<file path="src/rtl/spi_master_param.sv">
// ============================================================================
// Module   : spi_master_param
// Brief    : Parametrised SPI register master (address + data frame, mode 0)
//            with SCLK divider, CS setup/hold, read capture and device reset.
// Revision : 1.0 - initial release
// ============================================================================
`default_nettype none

module spi_master_param #(
  parameter int ADDR_W    = 8,
  parameter int DATA_W    = 16,
  parameter int CLK_DIV   = 2,
  parameter int CS_SETUP  = 2,
  parameter int CS_HOLD   = 2,
  parameter int RST_PULSE = 4
) (
  input  logic              clk,
  input  logic              resetn,
  input  logic              start,
  input  logic              wr_mode,
  input  logic [ADDR_W-1:0] addr,
  input  logic [DATA_W-1:0] wdata,
  output logic              busy,
  output logic              done,
  output logic [DATA_W-1:0] rd_data,
  output logic              rd_valid,
  output logic              sen,
  output logic              sclk,
  output logic              sdin,
  input  logic              sdout,
  output logic              dev_resetn
);

  localparam int N        = ADDR_W + DATA_W;
  localparam int CNT_MAX0 = (CS_SETUP > CS_HOLD) ? CS_SETUP : CS_HOLD;
  localparam int CNT_MAX  = (CNT_MAX0 > RST_PULSE) ? CNT_MAX0 : RST_PULSE;
  localparam int CNT_W    = $clog2(CNT_MAX + 1);
  localparam int DIV_W    = $clog2(CLK_DIV + 1);
  localparam int BIT_W    = $clog2(N + 1);

  typedef enum logic [2:0] {
    RST_WAIT = 3'd0,
    IDLE     = 3'd1,
    SETUP    = 3'd2,
    SHIFT    = 3'd3,
    HOLD     = 3'd4,
    DONE     = 3'd5
  } state_t;

  state_t            state_q, state_d;
  logic [CNT_W-1:0]  cnt_q, cnt_d;
  logic [DIV_W-1:0]  div_q, div_d;
  logic [BIT_W-1:0]  bit_q, bit_d;
  logic              phase_q, phase_d;
  logic              wr_q, wr_d;
  logic [N-1:0]      shreg_q, shreg_d;
  logic [DATA_W-1:0] cap_q, cap_d;
  logic [DATA_W-1:0] rd_data_q, rd_data_d;
  logic              busy_q, busy_d;
  logic              done_q, done_d;
  logic              rd_valid_q, rd_valid_d;
  logic              sen_q, sen_d;
  logic              sclk_q, sclk_d;
  logic              sdin_q, sdin_d;
  logic              dev_resetn_q, dev_resetn_d;

  always_comb begin
    state_d      = state_q;
    cnt_d        = cnt_q;
    div_d        = div_q;
    bit_d        = bit_q;
    phase_d      = phase_q;
    wr_d         = wr_q;
    shreg_d      = shreg_q;
    cap_d        = cap_q;
    rd_data_d    = rd_data_q;
    busy_d       = busy_q;
    done_d       = 1'b0;
    rd_valid_d   = 1'b0;
    sen_d        = sen_q;
    sclk_d       = sclk_q;
    sdin_d       = sdin_q;
    dev_resetn_d = dev_resetn_q;

    case (state_q)
      RST_WAIT: begin
        if (cnt_q == CNT_W'(RST_PULSE - 1)) begin
          dev_resetn_d = 1'b1;
          busy_d       = 1'b0;
          cnt_d        = '0;
          state_d      = IDLE;
        end else begin
          cnt_d = cnt_q + CNT_W'(1);
        end
      end

      IDLE: begin
        if (start) begin
          wr_d    = wr_mode;
          shreg_d = wr_mode ? {addr, wdata} : {addr, {DATA_W{1'b0}}};
          sdin_d  = addr[ADDR_W-1];
          cap_d   = '0;
          sen_d   = 1'b0;
          busy_d  = 1'b1;
          cnt_d   = '0;
          state_d = SETUP;
        end
      end

      SETUP: begin
        if (cnt_q == CNT_W'(CS_SETUP - 1)) begin
          div_d   = '0;
          bit_d   = '0;
          phase_d = 1'b0;
          state_d = SHIFT;
        end else begin
          cnt_d = cnt_q + CNT_W'(1);
        end
      end

      SHIFT: begin
        if (div_q == DIV_W'(CLK_DIV - 1)) begin
          div_d = '0;
          if (!phase_q) begin
            // Rising SCLK edge: device output is sampled in the same clk edge
            phase_d = 1'b1;
            sclk_d  = 1'b1;
            if (!wr_q && (bit_q >= BIT_W'(ADDR_W)))
              cap_d = DATA_W'({cap_q, sdout});
          end else begin
            phase_d = 1'b0;
            sclk_d  = 1'b0;
            if (bit_q == BIT_W'(N - 1)) begin
              cnt_d   = '0;
              state_d = HOLD;
            end else begin
              bit_d   = bit_q + BIT_W'(1);
              shreg_d = shreg_q << 1;
              sdin_d  = shreg_q[N-2];
            end
          end
        end else begin
          div_d = div_q + DIV_W'(1);
        end
      end

      HOLD: begin
        if (cnt_q == CNT_W'(CS_HOLD - 1)) begin
          sen_d   = 1'b1;
          sdin_d  = 1'b0;
          done_d  = 1'b1;
          state_d = DONE;
          if (!wr_q) begin
            rd_valid_d = 1'b1;
            rd_data_d  = cap_q;
          end
        end else begin
          cnt_d = cnt_q + CNT_W'(1);
        end
      end

      DONE: begin
        busy_d  = 1'b0;
        state_d = IDLE;
      end

      default: state_d = RST_WAIT;
    endcase
  end

  always_ff @(posedge clk or negedge resetn) begin
    if (!resetn) begin
      state_q      <= RST_WAIT;
      cnt_q        <= '0;
      div_q        <= '0;
      bit_q        <= '0;
      phase_q      <= 1'b0;
      wr_q         <= 1'b0;
      shreg_q      <= '0;
      cap_q        <= '0;
      rd_data_q    <= '0;
      busy_q       <= 1'b1;
      done_q       <= 1'b0;
      rd_valid_q   <= 1'b0;
      sen_q        <= 1'b1;
      sclk_q       <= 1'b0;
      sdin_q       <= 1'b0;
      dev_resetn_q <= 1'b0;
    end else begin
      state_q      <= state_d;
      cnt_q        <= cnt_d;
      div_q        <= div_d;
      bit_q        <= bit_d;
      phase_q      <= phase_d;
      wr_q         <= wr_d;
      shreg_q      <= shreg_d;
      cap_q        <= cap_d;
      rd_data_q    <= rd_data_d;
      busy_q       <= busy_d;
      done_q       <= done_d;
      rd_valid_q   <= rd_valid_d;
      sen_q        <= sen_d;
      sclk_q       <= sclk_d;
      sdin_q       <= sdin_d;
      dev_resetn_q <= dev_resetn_d;
    end
  end

  assign busy       = busy_q;
  assign done       = done_q;
  assign rd_data    = rd_data_q;
  assign rd_valid   = rd_valid_q;
  assign sen        = sen_q;
  assign sclk       = sclk_q;
  assign sdin       = sdin_q;
  assign dev_resetn = dev_resetn_q;

endmodule

`default_nettype wire

</file>
<file path="config.mk">
export PLATFORM = sky130hd
export DESIGN_NAME = spi_master_param
export DESIGN_NICKNAME = d
export VERILOG_FILES = /design/src/rtl/spi_master_param.sv
export SDC_FILE = /design/constraint.sdc
export NUM_CORES = 1
export LEC_CHECK = 0
export ABC_CLOCK_PERIOD_IN_PS = 1800
export CORE_ASPECT_RATIO = 1.5
export CORE_MARGIN = 10
export CORE_UTILIZATION = 30
export DETAILED_ROUTE_END_ITERATION = 6
export SLEW_MARGIN = 20
export SYNTH_ARGS = -nofsm -noshare
export SYNTH_HDL_FRONTEND = slang
export SYNTH_SLANG_ARGS = --single-unit
</file>
<file path="constraint.sdc">
create_clock -name clk -period 1.8 [get_ports clk]
set_clock_uncertainty 0.15 [all_clocks]
set_input_delay 0.27 -clock clk [delete_from_list [all_inputs] [get_ports clk]]
set_output_delay 0.27 -clock clk [all_outputs]
set_load 0.02 [all_outputs]
</file>
== After elaboration in Yosys (flattened, before gate mapping) ==
Index checks and enable logic that the tools add are counted.

* Word-level logic and storage cells: 119
* Register bits after elaboration: 77
* Output and inout port bits: 23
* Bits of input ports: 29

* Add/sub/neg operators: 3
* Reductions and logical operators: 24
* Equal/unequal tests: 20
* Mux-type cells: 54
* Bitwise gates (word level): 1
* $lt $le $gt $ge: 1

{| class="wikitable"
|+ Operators by type and width
! operator !! number
|-
| 23-bit 2-to-1 mux || 4
|-
| 16-bit 2-to-1 mux || 5
|-
| 23-bit one-hot mux with 2 select lines || 1
|-
| 3-bit 2-to-1 mux || 13
|-
| 16-bit one-hot mux with 2 select lines || 1
|-
| 2-bit inequality test, second input constant || 11
|-
| 5-bit 2-to-1 mux || 4
|-
| 3-bit one-hot mux with 6 select lines || 1
|-
| 1-bit 2-to-1 mux || 16
|-
| 5-bit AND reduction || 3
|-
| 3-bit one-hot mux with 4 select lines || 1
|-
| 3-bit AND reduction || 4
|-
| 6-bit AND reduction || 2
|-
| 5-bit one-hot mux with 2 select lines || 1
|-
| 3-bit by 2-bit == test with 1-bit output, second input constant || 3
|-
| 2-bit AND reduction || 4
|-
| 7-bit AND reduction || 1
|-
| 3-bit by 1-bit == test with 1-bit output, second input constant || 2
|-
| 3-bit == test, second input constant || 2
|-
| 1-bit one-hot mux with 3 select lines || 2
|-
| 2-bit nonzero test || 3
|-
| 3-bit nonzero test || 2
|-
| 5-bit by 1-bit adder with 5-bit output, second input constant || 1
|-
| 5-bit == test, second input constant || 1
|-
| other kinds (13) || 15
|}

== Longest topological paths before layout ==
* Word-level depth: 6
* Depth in mapped cells: 8

== Least setup slack after synthesis ==
No wires, ideal clock.

* Kind: register to register
* From: reg bit_q[0]
* To: reg shreg_q[13]
* Setup time: 0.125 ns
* Buffers on the path: 1
* Arrival: 1.654 ns
* Setup slack: -0.129 ns
* Required time: 1.525 ns
* Cell stages (with the launch flop): 7
* Cells stage by stage: dfrtp_1 -> ha_1 -> nand4b_1 -> nand2_1 -> a21oi_2 -> buf_4 -> mux2_2

* Longest elaborated chain between the ends: 3

{| class="wikitable"
|+ RTL lines
! item !! line !! text
|-
| start: declaration || 53 || <nowiki>logic [BIT_W-1:0] bit_q, bit_d;</nowiki>
|-
| start signal: assignment || 193 || <nowiki>bit_q <= bit_d;</nowiki>
|-
| 5-bit == test || 133 || <nowiki>if (bit_q == BIT_W'(N - 1)) begin</nowiki>
|-
| 2-bit inequality test (no source line) || n/a ||
|-
| 5-bit AND reduction (no source line) || n/a ||
|-
| end signal: assignment || 196 || <nowiki>shreg_q <= shreg_d;</nowiki>
|-
| end: declaration || 56 || <nowiki>logic [N-1:0] shreg_q, shreg_d;</nowiki>
|}

No other way between the ends.
A chain may end at the register's enable or synchronous reset.

== Final worst setup path ==
* From: reg state_q[1]
* To: reg shreg_q[16]

* Longest elaborated chain between the ends: 3
* Elaborated cells between the ends (all ways): 9

{| class="wikitable"
|+ RTL lines
! item !! line !! text
|-
| start: declaration || 50 || <nowiki>state_t state_q, state_d;</nowiki>
|-
| start signal: assignment || 190 || <nowiki>state_q <= state_d;</nowiki>
|-
| 3-bit by 2-bit == test with 1-bit output / 3-bit by 1-bit == test with 1-bit output (equally long branches) || 85 || <nowiki>case (state_q)</nowiki>
|-
| 2-bit inequality test (no source line) / 2-bit nonzero test (equally long branches) || n/a ||
|-
| 5-bit AND reduction (no source line) || n/a ||
|}

Several ways; a longest one is shown, not always the timed one.

==> metrics.txt <==
status finished, violations left; failing checks negative setup slack; Critical Path RT 1.87 ns; placement-stage cell area 4690 sq um; TritonRoute pass-1 iters 4; fillers 1145; WS Path Type flop to flop; Placed Cells incl. Taps 565; Hold Fails Final Rpt 0; largest net degree at the start of global routing 37; Row Count 49; grt total ovfl 0; Initial Util 30.9%; vias per inst 4.63; Worst-path clk slew 0.06 ns; post-route cell area 5200 sq um; H-Tree Depth 3; root buf cell clkbuf_16; Worst R2R Path Depth 6; leakage power 2.41 nW; Synth Cell Area 3730 sq um; Avg Inst Size Synth 11.0 sq um; fin cells 593; fin crit period 1.85 ns; relative slew slack 77.5%; Cell Pwr Density 1380 nW/um^2; clock buffer depth 2; Yosys reg bits 77; number of synthesized flops with an enable pin 0; Netlist cell types 48; Place WS -0.277 ns; Tot Pwr 7.19 mW; Final period util 103%; synthesis warning total 0; Num CTS Buffers 9; WP data arrival 1.92 ns; CTS tree yes; DPL Wire Length 6340 microns; Top Ports 52; cell count after synthesis 340; post-synth net total 375; crit-path max FO 22; Async SR Flop Fraction 100%; die area 17400 sq um; fmax 540 MHz; Primary FF master, synth dfrtp_1; Via Count 2745; setup TNS -1.00 ns; FF-to-FF setup slack -0.05 ns; Routed Antenna Nets 0; area delta synth->final 39.4%; Total GRT Usage 10.2%; Die H 157 microns; endpoints failing setup 35; Port Buffers 51; Critical Path End Type flop; Max rail drop VDD 0.000557 V; Worst Setup SP state_q[1]; Initial DRC Count 127; hold crit path type input pin to asynchronous set/reset pin; Final nets 471; total core area 12100 sq um; ANT cells 0; final WL 8670 microns; RePlAce Congestion 0.813; layout cells sized above 1 29.5%; Worst Slack Setup Final -0.0512 ns; global-route wire length before repair 14800 microns; number of max-cap violations 0; R2R Path Start state_q[1]; initial antenna violation count 0; RSZ-0062 raised after global routing true; sequential area share after synthesis 51.7%; Post-route DRC 0; final slew viol count 0; Worst-Skew Late Latency 0.34 ns; vias in the first global route 3100; Die X 111 microns; routed length per instance 14.6 microns; clk sinks 77; Worst Max-Slew Pin Slew 0.337 ns; R2R Path End shreg_q[16]; critical path launch point type flop
cell usage after synthesis, drive strengths merged, types with 5 or more instances:
cell | count | share of area (%)
clkbuf | 10 | 1.0
mux2 | 42 | 13
o21ai | 22 | 3.0
inv | 23 | 2.3
nand3 | 12 | 1.6
dfrtp | 75 | 50
buf | 9 | 1.9
nor2b | 5 | 0.84
and3 | 8 | 1.3
nand2b | 5 | 1.2
nand2 | 34 | 3.4
a21oi | 14 | 2.0
ha | 6 | 2.0
nor2 | 20 | 2.4
mux2i | 19 | 5.1
metal layers:
metal  vias to the layer above  track usage (%)  share of wire (%)
met1                      1343             10.5                 40
met2                        39             18.7                 54
li1                       1356                -                  -
met3                         7             3.48                4.8
met5                         -                0                  0
met4                         0             4.05                1.5
how the worst max path moves through the flow:
stage / endpoint / slack [ns] / depth (start not counted)
global route: shreg_q[18] / -0.11 / 6
finish: shreg_q[16] / -0.05 / 6
floorplan: rd_data[0] / -0.07 / 6
detailed placement: shreg_q[3] / -0.28 / 6
global placement: shreg_q[19] / -0.24 / 6
CTS: bit_q[3] / -0.06 / 7
cell type report:
type / instances / area, sq um / area share [%]
clock inverter: 6 / 40.0 / 0.769
clock buffer: 9 / 225 / 4.33
multi-input combinational: 221 / 1740 / 33.5
inverter: 23 / 86.3 / 1.66
sequential: 77 / 1930 / 37.1
tap: 153 / 191 / 3.68
timing repair buffer: 104 / 988 / 19.0
worst max-delay path: stages, from the launching register on:
cell	delay (ns)
dfrtp_1	0.41
buf_4	0.15
nand2b_4	0.13
a21o_1	0.20
a21oi_4	0.15
buf_12	0.19
mux2_2	0.35
sequential cells by signal, indices dropped and copies added, names as in the netlist:
signal      flops
cap_q          16
shreg_q        23
div_q           2
cnt_q           3
sclk            1
wr_q            1
sen             1
bit_q           5
sdin            1
done            1
busy            1
phase_q         1
rd_data        16
state_q         3
rd_valid        1
dev_resetn      1
where the power goes:
| part | switching, mW | internal [mW] | total (mW) |
|---|---|---|---|
| combinational | 1.40 | 1.62 | 3.02 |
| clock | 0.707 | 0.924 | 1.63 |
| sequential | 0.278 | 2.26 | 2.54 |
| total | 2.39 | 4.80 | 7.19 |
cell families (layout without fill, tap and decap cells):
family | count (synthesis) | count (layout) | share of synthesized area (%)
xor+xnor | 1 | 1 | 0.235
mux | 61 | 61 | 18.0
fa+ha+maj | 6 | 6 | 2.01
flops | 77 | 77 | 51.7
simple gates | 98 | 98 | 13.8
buf+inv | 42 | 142 | 5.26
compound gates | 55 | 55 | 9.05
stage by stage:
stage	hold slack [ns]	util, %
floorplan	-0.176	-
detailed placement	0.0480	38.8
CTS	0.235	42.6
finish	0.230	43.1
global placement	0.0431	38.8
global route	0.256	43.1
what timing repair did:
action,4_1_cts,5_1_grt
setup buffers,10,3
pin swaps,8,6
hold endpoints to repair,21,0
setup endpoints to repair,50,57
gates resized for setup,26,12
hold buffers,1,0
placed cells by master, fill, tap and decap left out, types with 2 or more instances in the layout:
master,n
nor2b_1,3
a21o_1,4
clkbuf_16,9
a21oi_1,12
nand2_1,33
buf_12,6
nor2_1,19
a32oi_1,2
nand3_1,12
nand2b_4,3
clkdlybuf4s50_1,48
mux2_2,23
nand3b_1,2
dfstp_2,2
o21ai_0,19
o31ai_1,4
nand2b_1,2
ha_1,5
or4_1,2
clkinv_2,3
mux2_4,19
inv_1,22
buf_4,45
and3_1,7
buf_6,2
dfrtp_1,75
dlygate4sd2_1,2
mux2i_1,19
No activity file was read; power rests on OpenSTA's default activity.
